--- src/rtl/sd_pkg.sv ---
// Shared definitions for the SD CMD-line physical layer: FSM states, CRC7 polynomial,
// frame lengths and response-type codes.
package sd_pkg;

  typedef enum logic [2:0] {
    ST_IDLE,
    ST_SEND,
    ST_WAIT_RESP,
    ST_RECEIVE,
    ST_DONE
  } sd_state_e;

  localparam logic [6:0] CRC7_POLY = 7'h09;

  localparam int unsigned HEAD_BITS  = 40;
  localparam int unsigned SHORT_BITS = 48;
  localparam int unsigned LONG_BITS  = 136;

  // Codes 01 and 11 both select a 48-bit response.
  localparam logic [1:0] RESP_NONE = 2'b00;
  localparam logic [1:0] RESP_LONG = 2'b10;

  function automatic logic [6:0] crc7_next(input logic [6:0] crc, input logic din);
    logic fb;
    fb = crc[6] ^ din;
    return {crc[5:0], 1'b0} ^ (fb ? CRC7_POLY : 7'h00);
  endfunction

endpackage

--- src/rtl/sd_crc7.sv ---
// Serial CRC7 (x^7 + x^3 + 1) accumulator; clear has priority over enable.
module sd_crc7 (
  input  logic       clock,
  input  logic       reset,
  input  logic       clear,
  input  logic       enable,
  input  logic       data,
  output logic [6:0] crc
);
  import sd_pkg::*;

  always_ff @(posedge clock) begin
    if (reset || clear) begin
      crc <= '0;
    end else if (enable) begin
      crc <= crc7_next(crc, data);
    end
  end

endmodule

--- src/rtl/sd_cmd_phys.sv ---
// SD CMD-line physical layer: serialises a 48-bit command with CRC7, then captures a
// 48/136-bit response or flags a timeout, returning the result via strobe/ack.
module sd_cmd_phys #(
  parameter int unsigned TIMEOUT_CYCLES = 64,
  parameter int unsigned TURNAROUND     = 2,
  parameter int unsigned CNT_W          = 8
) (
  input  logic         clock,
  input  logic         reset,
  input  logic         strobe_in,
  input  logic [39:0]  cmd_in,
  input  logic [1:0]   resp_type,
  input  logic         timeout_enable,
  input  logic         ack_in,
  input  logic         cmd_pin_in,
  output logic         cmd_pin_out,
  output logic         cmd_pin_oe,
  output logic         serial_ready,
  output logic         strobe_out,
  output logic         ack_out,
  output logic [135:0] cmd_out,
  output logic         time_out,
  output logic         crc_error
);
  import sd_pkg::*;

  localparam logic [CNT_W-1:0] CNT_ONE         = CNT_W'(1);
  localparam logic [CNT_W-1:0] HEAD_LAST       = CNT_W'(HEAD_BITS - 1);
  localparam logic [CNT_W-1:0] TX_CRC_HI       = CNT_W'(SHORT_BITS - 2);
  localparam logic [CNT_W-1:0] TX_LAST         = CNT_W'(SHORT_BITS - 1);
  localparam logic [CNT_W-1:0] WAIT_FIRST      = CNT_W'(TURNAROUND);
  localparam logic [CNT_W-1:0] WAIT_LIMIT      = CNT_W'(TURNAROUND + TIMEOUT_CYCLES);
  localparam logic [CNT_W-1:0] RX_SHORT_LAST   = CNT_W'(SHORT_BITS - 1);
  localparam logic [CNT_W-1:0] RX_LONG_LAST    = CNT_W'(LONG_BITS - 1);
  localparam logic [CNT_W-1:0] RX_SHORT_CRC_HI = CNT_W'(SHORT_BITS - 9);
  localparam logic [CNT_W-1:0] RX_LONG_CRC_LO  = CNT_W'(LONG_BITS - 128);
  localparam logic [CNT_W-1:0] RX_LONG_CRC_HI  = CNT_W'(LONG_BITS - 9);

  sd_state_e        state, next_state;
  logic [39:0]      head_q;
  logic [1:0]       resp_q;
  logic [CNT_W-1:0] cnt;
  logic [6:0]       crc;
  logic             crc_clear, crc_en, crc_din;
  logic             resp_long, resp_none, start_seen, wait_expired;
  logic [CNT_W-1:0] rx_last_idx, crc_lo, crc_hi;
  logic [2:0]       crc_bit_sel;

  sd_crc7 u_crc (
    .clock  (clock),
    .reset  (reset),
    .clear  (crc_clear),
    .enable (crc_en),
    .data   (crc_din),
    .crc    (crc)
  );

  always_comb begin
    resp_long    = (resp_q == RESP_LONG);
    resp_none    = (resp_q == RESP_NONE);
    rx_last_idx  = resp_long ? RX_LONG_LAST : RX_SHORT_LAST;
    crc_lo       = resp_long ? RX_LONG_CRC_LO : '0;
    crc_hi       = resp_long ? RX_LONG_CRC_HI : RX_SHORT_CRC_HI;
    start_seen   = (state == ST_WAIT_RESP) && (cnt >= WAIT_FIRST) && !cmd_pin_in;
    wait_expired = timeout_enable && (cnt == WAIT_LIMIT);
    crc_bit_sel  = 3'(TX_CRC_HI - cnt);
  end

  always_ff @(posedge clock) begin
    if (reset) begin
      state <= ST_IDLE;
    end else begin
      state <= next_state;
    end
  end

  always_comb begin
    next_state = state;
    case (state)
      ST_IDLE: if (strobe_in) next_state = ST_SEND;
      ST_SEND: if (cnt == TX_LAST) next_state = resp_none ? ST_DONE : ST_WAIT_RESP;
      ST_WAIT_RESP: begin
        // A start bit seen in the expiry cycle takes precedence over the timeout.
        if (start_seen) next_state = ST_RECEIVE;
        else if (wait_expired) next_state = ST_DONE;
      end
      ST_RECEIVE: if (cnt == rx_last_idx) next_state = ST_DONE;
      ST_DONE: if (ack_in) next_state = ST_IDLE;
      default: next_state = ST_IDLE;
    endcase
  end

  // The CRC engine is cleared when a transaction starts and again after the end bit,
  // so the same instance serves the transmitted head and the received frame.
  always_comb begin
    cmd_pin_oe  = 1'b0;
    cmd_pin_out = 1'b1;
    crc_clear   = 1'b0;
    crc_en      = 1'b0;
    crc_din     = cmd_pin_in;
    case (state)
      ST_IDLE: crc_clear = strobe_in;
      ST_SEND: begin
        cmd_pin_oe = 1'b1;
        crc_clear  = (cnt == TX_LAST);
        if (cnt <= HEAD_LAST) begin
          cmd_pin_out = head_q[39];
          crc_en      = 1'b1;
          crc_din     = head_q[39];
        end else if (cnt != TX_LAST) begin
          cmd_pin_out = crc[crc_bit_sel];
        end
      end
      ST_WAIT_RESP: crc_en = start_seen && !resp_long;
      ST_RECEIVE:   crc_en = (cnt >= crc_lo) && (cnt <= crc_hi);
      default: ;
    endcase
  end

  always_ff @(posedge clock) begin
    if (reset) begin
      head_q       <= '0;
      resp_q       <= '0;
      cnt          <= '0;
      cmd_out      <= '0;
      time_out     <= 1'b0;
      crc_error    <= 1'b0;
      serial_ready <= 1'b0;
      strobe_out   <= 1'b0;
      ack_out      <= 1'b0;
    end else begin
      serial_ready <= (next_state == ST_IDLE);
      strobe_out   <= (next_state == ST_DONE);
      ack_out      <= (state == ST_DONE) && ack_in;
      case (state)
        ST_IDLE: begin
          if (strobe_in) begin
            head_q    <= cmd_in;
            resp_q    <= resp_type;
            cnt       <= '0;
            cmd_out   <= '0;
            time_out  <= 1'b0;
            crc_error <= 1'b0;
          end
        end
        ST_SEND: begin
          head_q <= {head_q[38:0], 1'b0};
          cnt    <= (cnt == TX_LAST) ? '0 : cnt + CNT_ONE;
        end
        ST_WAIT_RESP: begin
          // With the timeout disabled the counter parks at the limit instead of wrapping.
          if (start_seen) begin
            cmd_out <= {cmd_out[134:0], cmd_pin_in};
            cnt     <= CNT_ONE;
          end else if (wait_expired) begin
            time_out <= 1'b1;
          end else if (cnt != WAIT_LIMIT) begin
            cnt <= cnt + CNT_ONE;
          end
        end
        ST_RECEIVE: begin
          cmd_out <= {cmd_out[134:0], cmd_pin_in};
          cnt     <= cnt + CNT_ONE;
          if (cnt == rx_last_idx) begin
            crc_error <= (cmd_out[6:0] != crc) || !cmd_pin_in;
          end
        end
        default: ;
      endcase
    end
  end

endmodule
--- config.mk ---
export PLATFORM = sky130hd
export DESIGN_NAME = sd_cmd_phys
export DESIGN_NICKNAME = d
export VERILOG_FILES = /design/src/rtl/sd_pkg.sv /design/src/rtl/sd_crc7.sv /design/src/rtl/sd_cmd_phys.sv
export SDC_FILE = /design/constraint.sdc
export NUM_CORES = 1
export LEC_CHECK = 0
export ABC_AREA = 1
export CAP_MARGIN = 10
export CORE_MARGIN = 3
export CORE_UTILIZATION = 50
export CTS_CLUSTER_DIAMETER = 150
export CTS_CLUSTER_SIZE = 24
export DETAILED_ROUTE_END_ITERATION = 8
export PLACE_DENSITY = 0.8
export SETUP_SLACK_MARGIN = 0.05
export SKIP_LAST_GASP = 1
export SYNTH_ARGS = -nofsm -noshare
export SYNTH_HDL_FRONTEND = slang
export SYNTH_SLANG_ARGS = --single-unit
--- constraint.sdc ---
create_clock -name clock -period 4.3 [get_ports clock]
set_clock_uncertainty 0.1 [all_clocks]
set_input_delay 0.43 -clock clock [delete_from_list [all_inputs] [get_ports clock]]
set_output_delay 0.43 -clock clock [all_outputs]
set_load 0.1 [all_outputs]
### Word level (Yosys, flattened, before mapping)

Index checks and enable logic that the tools add are counted.

| word-level totals | value |
|---|---|
| memories | 0 |
| bits of input ports | 48 |
| logic and storage cells | 103 |
| RAM bits | 0 |
| flip-flop bits (word level) | 201 |
| bits in latches | 0 |
| ROM bits | 0 |

| cells by class | value |
|---|---|
| magnitude comparators | 5 |
| multiply operators | 0 |
| reductions and logical operators | 24 |
| $add $sub $neg | 2 |
| div/mod/pow operators | 0 |
| eq/ne operators | 19 |
| shift-type cells | 0 |
| bitwise logic cells | 2 |
| muxes and demuxes | 40 |

Operators by type and width:

| cell | count |
|---|---|
| $pmux 136 s3 | 1 |
| $mux 136 | 2 |
| $pmux 40 s2 | 1 |
| $mux 8 | 6 |
| $mux 40 | 1 |
| $pmux 8 s4 | 1 |
| $mux 3 | 7 |
| $pmux 3 s5 | 1 |
| $mux 1 | 12 |
| $ne 2x2->1 const B | 5 |
| $add 8x1->8 const B | 1 |
| $eq 8x6->1 const B | 1 |
| $eq 8x7->1 const B | 1 |
| $eq 8x8->1 | 1 |
| $ge 8x2->1 const B | 1 |
| $ge 8x4->1 | 1 |
| $le 8x6->1 const B | 1 |
| $le 8x7->1 | 1 |
| $mux 4 | 2 |
| $ne 8x6->1 const B | 1 |
| $ne 8x7->1 const B | 1 |
| $reduce_and 4->1 | 2 |
| $mux 7 | 1 |
| $ne 7x7->1 | 1 |
| 23 further kinds | 39 |

### Logic depth before layout (Yosys ltp)

Gate-level depths: netlist (run 1).

| logic depth | value |
|---|---|
| depth in word-level cells | 6 |
| gate-level depth with buffers | 14 |
| mapped depth without buffers | 14 |

### Cells and area by module

A second synthesis (run 1) with hierarchy kept.

| second synthesis, totals | value |
|---|---|
| cell total of the unflattened synthesis | 1097 |
| area, all modules | 8011.4 um2 |

By module, submodules not included:

| module | instances | area each (um2) | sequential area each (um2) | cells an instance |
|---|---|---|---|---|
| sd_cmd_phys | 1 | 7708.6 | 3883.7 | 1056 |
| sd_crc7 | 1 | 302.8 | 140.1 | 41 |

### Worst setup path after synthesis (run 1)

OpenSTA, ideal clock, no wires.

| path | value |
|---|---|
| kind | register to output |
| from | register cnt[0] |
| to | output cmd_pin_out |
| arrival time | 3.396 ns |
| cell stages (with the launch flop) | 10 |
| required time | 3.770 ns |
| slack | 0.374 ns |
| cell sequence | dfxtp_1 -> ha_1 -> nand2_1 -> inv_1 -> nand2_1 -> nor2_1 -> nor2_1 -> inv_1 -> a21oi_1 -> a21boi_0 |

| on the way | value |
|---|---|
| word-level cells in the longest chain between the ends | 6 |
| elaborated cells on any way between the ends | 8 |

RTL lines:

| element | RTL line | text |
|---|---|---|
| from (decl) | sd_cmd_phys.sv:42 | `logic [CNT_W-1:0] cnt;` |
| from (signal assigned) | sd_cmd_phys.sv:148 | `cnt <= (cnt == TX_LAST) ? '0 : cnt + CNT_ONE;` |
| from (signal assigned) | sd_cmd_phys.sv:158 | `cnt <= cnt + CNT_ONE;` |
| from (signal assigned) | sd_cmd_phys.sv:163 | `cnt <= cnt + CNT_ONE;` |
| $sub 3x3->3 | sd_cmd_phys.sv:66 | `crc_bit_sel = 3'(TX_CRC_HI - cnt);` |
| $bmux 1 s3 | sd_cmd_phys.sv:111 | `cmd_pin_out = crc[crc_bit_sel];` |
| $mux 1 (not written as such) | sd_cmd_phys.sv:111 |  |
| $mux 1 | sd_cmd_phys.sv:110 | `end else if (cnt != TX_LAST) begin` |
| $mux 1 * | sd_cmd_phys.sv:106 | `if (cnt <= HEAD_LAST) begin` |
| $mux 1 * | sd_cmd_phys.sv:101 | `case (state)` |
| to (decl) | sd_cmd_phys.sv:16 | `output logic cmd_pin_out,` |

Every way passes the cells marked *; elsewhere a longest branch is shown, timed or not. The select of a mux whose other input is x is not followed.

### Worst setup path in the final report (run 1)

Same ends and word-level chain as after synthesis.

==> run_results.csv, run 1 <==
group,metric,value,unit
global_routing,global_route.usage.met3,0.0285,
worst_setup_path,cp.required,3.77,ns
yosys,synth_xor_area_frac,0.00213,
finish,antenna_cells,0,
yosys,synth.avg_cell_area,7.48,sq um
clock_network,cts_num_sinks,201,
worst_setup_path,crit_family,"buffers and inverters",
yosys,synthArstFlopShare,0,
worst_setup_path,slowest_stage,"dfxtp_1",
sta,rsz0062_at_grt,"no",
placement,io_buffers,190,
yosys,synth_top_family_by_area,"simple AND/OR/NAND/NOR gates",
clock_network,h-tree-depth,1,
yosys,syn-num-nets,1154,
yosys,synth_adder_area_share,0.00913,
die,initial_core_util,0.514,
sta,max_slew_margin,0.303,
worst_setup_path,crit_type,"reg -> out",
worst_setup_path,cp-end-kind,"primary output",
clock_network,clock_latency,0.46,ns
yosys,synthMuxAreaShare,0,
global_routing,grt-busiest-layer,"met2",
yosys,synth_cells,1100,
clock_network,cts_tree,"yes",
placement,hpwl,14.2,mm
drt,wl_per_cell,14.6,um
worst_setup_path,critPathMaxFanout,8,
sta,fin_ws,1.23,ns
yosys,synth_edf_count,0,
yosys,yosysSeqAreaShare,0.489,
die,fp.dieArea,0.0180,sq mm
sta,fmax,325,MHz
yosys,synthTopCellsByArea,"dfxtp_1 (49%), nand2_1 (12%), a21oi_1 (9.2%)",
die,rows,46,
yosys,netlist.area_leader.share,0.489,
drt,ant_nets,0,
drt,first_pass_iters,8,
drt,drt_iter0_drc,717,
finish,drive_gt1_frac,0.0300,
sta,setup_viol,0,
die,die_w,134,um
yosys,synth_compound_area_frac,0.169,
clock_network,postCtsSetupBuffers,0,
finish,layout_commonest_cell,"nand2_1",
clock_network,holdBufCountCts,0,
clock_network,path_clk_slew,0.10,ns
yosys,synth-simple-area-share,0.258,
pwr,leakage,3.55,nW
worst_setup_path,arrival,2.54,ns
global_routing,met1_usage,0.323,
die,core,0.0160,sq mm
clock_network,cts_buffers,12,
die,pin_count,191,
die,die_h,134,um
finish,synthToLayoutAreaGrowth,26.5,%
global_routing,use_met2,0.342,
drt,vias,7902,
placement,placed_area,0.0101,sq mm
sta,finalSetupTns,0,ns
drt,vias_per_cell,5.46,
sta,finalCriticalPeriod,3.07,ns
worst_setup_path,slowest_delay,0.48,ns
worst_hold_path,hold_class,"in -> reg",
global_routing,grt_pass1_wl,33.8,mm
clock_network,cts.path.max_buffers,3,
clock_network,cts-root-buf,"clkbuf_16",
pwr,p_per_area,331,mW/mm^2
drt,drc_errors,0,
worst_setup_path,cp_num_buf_inv,3,
worst_setup_path,path_cells,"ha_1, nand2_1, inv_1, nand2_1, nor2_1, nor2_1, inv_1, a21oi_1, a21boi_0, buf_4",
yosys,synth_largest_area_cell,"dfxtp_1",
drt,finalWirelength,21.1,mm
yosys,synth_ff_type,"dfxtp_1",
finish,final_cell_mix,"nand2_1 (267), dfxtp_1 (201), clkdlybuf4s50_1 (187)",
sta,finalMaxSlewViolations,0,
clock_network,cts_resized,0,
yosys,synth-seq-cells,201,
placement,gp_congestion,0.953,
yosys,synth_cell_types,29,
global_routing,antenna_found_initial,0,
worst_setup_path,start_kind,"flop",
yosys,syn_area,0.00822,sq mm
global_routing,grt_overflow_total,0,
pwr,finalPower,3.44,mW
finish,design_area,0.0104,sq mm
outcome,outcome,"finished, final reports clean",
sta,hold_viol_final,0,
yosys,ys_warn_count,0,
global_routing,grtUsageTotal,0.218,
finish,final_nets,1286,
global_routing,grt_max_degree,96,
sta,fin_crit_sh,0.715,
pwr,ir_drop,0.252,mV
global_routing,grt_pass1_vias,6833,
placement,post-place-ws,1.35,ns
sta,hold-worst-slack,0.334,ns
job,cap_violations,0,
sta,worst_pin_slew,1.04,ns
==> final timing paths <==
check	endpoint	slack (ns)	from	cells past startpoint
worst max-delay path	cmd_pin_out	1.23	cnt[0]	10
worst min-delay path	state[0]	0.33	reset	2
worst max register to register	cmd_out[100]	1.32	cnt[0]	10
worst min register to register	head_q[2]	0.36	head_q[1]	2
==> report_power, final <==
group / leakage [nW] / internal, mW / switching [mW]
Combinational: 1.75 / 0.115 / 0.225
Sequential: 1.63 / 1.91 / 0.0314
Clock: 0.167 / 0.551 / 0.608
==> logic make-up after synthesis <==
kind of cell               after synthesis
DFF                                    201
xor gates and xnor gates                 2
AOI/OAI and AO/OA                      263
buffers and inverters                  125
and+or+nand+nor                        503
adders and majority gates                6
==> flip-flops by register name (all words and copies together), names as in the netlist <==
signal        count
state             3
ack_out           1
cnt               8
crc_error         1
time_out          1
serial_ready      1
head_q           40
resp_q            2
strobe_out        1
cmd_out         136
u_crc.crc         7
==> cells in the mapped netlist, drive strengths merged (2+ instances only) <==
library cell    n
o21ai          62
a31oi          40
inv            43
a21oi         152
nor2           69
buf            36
nand2         271
xor2            2
nand3         149
nor3            6
clkbuf         46
dfxtp         201
a211oi          3
nand4           6
ha              6
==> final cells by class <==
type	count	area, sq um
fill	1468	5590
sequential	201	4020
multi-input combinational	774	3630
timing repair buffer	200	1980
clock buffer	13	325
tap	216	270
inverter	43	161
clock inverter	1	16.3
==> metal layers <==
metal	vias up	wire [um]
met4	0	356
met1	3655	9740
met3	29	1340
met5	-	0
met2	265	9710
li1	3953	-
==> per-stage QoR <==
| stage | std cells | utilization |
|---|---|---|
| after CTS | 1448 | 0.650 |
| after global routing | 1448 | 0.650 |
| final | 1448 | 0.650 |
| after global placement | 1434 | 0.629 |
| after detailed placement | 1434 | 0.629 |
| after floorplan | 1100 | - |
(Power assumes the default switching activity.)
==> run 2: changes to the inputs <==
--- a/config.mk
+++ b/config.mk
@@ -8,11 +8,11 @@
 export ABC_AREA = 1
 export CAP_MARGIN = 10
 export CORE_MARGIN = 3
-export CORE_UTILIZATION = 50
+export CORE_UTILIZATION = 45
 export CTS_CLUSTER_DIAMETER = 150
 export CTS_CLUSTER_SIZE = 24
 export DETAILED_ROUTE_END_ITERATION = 8
-export PLACE_DENSITY = 0.8
+export PLACE_DENSITY = 0.76
 export SETUP_SLACK_MARGIN = 0.05
 export SKIP_LAST_GASP = 1
 export SYNTH_ARGS = -nofsm -noshare
==> constraint.sdc (replaced) <==
create_clock -name clock -period 2.6 [get_ports clock]
set_clock_uncertainty 0.1 [all_clocks]
set_input_delay 0.26 -clock clock [delete_from_list [all_inputs] [get_ports clock]]
set_output_delay 0.26 -clock clock [all_outputs]
set_load 0.1 [all_outputs]
==> run_results.csv, run 2 (same netlist as run 1, synthesis figures left out) <==
group,metric,value,unit
pwr,power.internal,4.30,mW
finish,largest_reg_flops,136,
drt,ant_nets,0,
clock_network,clock_latency,0.47,ns
sta,fmax,407,MHz
die,fp.dieArea,0.0199,sq mm
sta,max_slew_margin,0.553,
placement,hpwl,13.9,mm
drt,first_pass_iters,5,
global_routing,grt_pass1_wl,34.4,mm
drt,drc_errors,0,
pwr,comb_power_share,0.105,
worst_setup_path,critPathMaxFanout,4,
finish,top_register,"cmd_out",
global_routing,grt_overflow_total,0,
sta,hold-worst-slack,0.0834,ns
finish,postLayoutCoreUtil,0.582,
sta,hold_viol_final,0,
drt,drt_iter0_drc,518,
worst_setup_path,slowest_stage,"dfxtp_4",
pwr,switchingPower,1.45,mW
die,pin_count,191,
pwr,p_per_area,561,mW/mm^2
finish,antenna_cells,0,
drt,wl_per_cell,14.5,um
drt,vias_per_cell,5.35,
finish,fillers,1622,
job,cap_violations,0,
pwr,finalPower,5.75,mW
finish,layout_commonest_cell,"nand2_1",
sta,finalCriticalPeriod,2.46,ns
clock_network,h-tree-depth,1,
finish,multi_input_comb_area,0.00365,sq mm
clock_network,cts_buffers,12,
worst_setup_path,cp.required,2.24,ns
worst_setup_path,crit_type,"reg -> out",
die,rows,48,
global_routing,antenna_found_initial,0,
finish,drive_gt1_frac,0.158,
drt,vias,7837,
clock_network,cts-root-buf,"clkbuf_16",
sta,fin_crit_sh,0.944,
pwr,leakage,3.91,nW
die,core,0.0176,sq mm
pwr,ir_drop,0.478,mV
sta,finalSetupTns,0,ns
drt,finalWirelength,21.2,mm
worst_setup_path,arrival,2.10,ns
finish,design_area,0.0102,sq mm
placement,placed_area,0.00984,sq mm
clock_network,path_clk_slew,0.10,ns
finish,final_cell_mix,"nand2_1 (267), dfxtp_1 (199), buf_4 (155)",
worst_hold_path,hold_class,"in -> reg",
clock_network,cts_tree,"yes",
pwr,clockPowerShare,0.336,
finish,reg.largest.list,"cmd_out: 136 flops, head_q: 40 flops, cnt: 8 flops",
finish,ff_latch_area,0.00403,sq mm
clock_network,holdBufCountCts,0,
worst_setup_path,cp-end-kind,"primary output",
placement,gp_congestion,0.885,
outcome,outcome,"finished, final reports clean",
clock_network,cts_num_sinks,201,
pwr,p_seq_frac,0.559,
worst_setup_path,start_kind,"flop",
finish,synthToLayoutAreaGrowth,24.6,%
worst_setup_path,path_cells,"ha_1, nand2_1, inv_2, nand2_1, nor2_2, nor2_2, inv_1, a21oi_1, a21boi_2, buf_12",
sta,worst_pin_slew,0.671,ns
pwr,swShare,0.253,
die,die_h,141,um
global_routing,grt_pass1_vias,6869,
sta,rsz0062_at_grt,"yes",
global_routing,grt_max_degree,146,
global_routing,grtUsageTotal,0.200,
worst_setup_path,slowest_delay,0.39,ns
finish,final_nets,1295,
sta,setup_viol,0,
die,initial_core_util,0.467,
sta,finalMaxSlewViolations,0,
clock_network,cts.path.max_buffers,3,
placement,io_buffers,190,
die,die_w,141,um
run 2: cell type report:
class                   count  share of cell area
flip-flops and latches    201               0.393
multi-input cells         774               0.356
repair buffers            209               0.173
clock buffers              13              0.0317
well taps                 225              0.0275
inverters                  43              0.0161
clock inverters             1             0.00159
run 2: power by group through the flow:
stage | Sequential, mW | Combinational [mW] | Clock (mW)
finish | 3.21 | 0.602 | 1.93
global route | 3.23 | 0.669 | 2.10
CTS | 3.22 | 0.596 | 2.00
detailed placement | 3.29 | 0.591 | 0
global placement | 3.28 | 0.586 | 0
floorplan | 3.31 | 0.362 | 0
run 2: layer usage:
| layer | wire length (um) | share of wire | global-route usage | up-vias |
|---|---|---|---|---|
| met5 | 0 | 0 | 0 | - |
| met4 | 430 | 0.020 | 0.0454 | 0 |
| met3 | 1330 | 0.063 | 0.0366 | 24 |
| met2 | 9630 | 0.45 | 0.309 | 219 |
| met1 | 9830 | 0.46 | 0.291 | 3627 |
| li1 | - | - | - | 3967 |
run 2: what timing repair did:
item / 4_1_cts / 5_1_grt
setup buffers: 1 / 3
gates cloned: 0 / 0
gates resized for setup: 8 / 5
pin swaps: 1 / 2
setup endpoints to repair: 1 / 5
run 2: stage by stage:
stage                     std cells  worst slack, ns
final                          1466            0.144
after global placement         1448            0.221
after detailed placement       1448            0.174
after global routing           1466           0.0192
after CTS                      1463           0.0576
after floorplan                1100            0.127
run 2: critical path: cells and delay by family, from the launching register on:
| kind | cells | cell delay [ns] |
|---|---|---|
| buffers and inverters | 3 | 0.38 |
| DFF | 1 | 0.39 |
| adders and majority gates | 1 | 0.17 |
| and+or+nand+nor | 4 | 0.41 |
| AOI/OAI and AO/OA | 2 | 0.28 |
run 2: worst paths after layout:
path                       end  slack (ns)  startpoint  depth (start not counted)
setup / recovery   cmd_pin_out        0.14      cnt[0]                         10
hold / removal          cnt[7]        0.08       reset                          4
setup reg to reg  u_crc.crc[3]        0.27   resp_q[1]                         13
hold reg to reg     head_q[18]        0.36  head_q[17]                          2
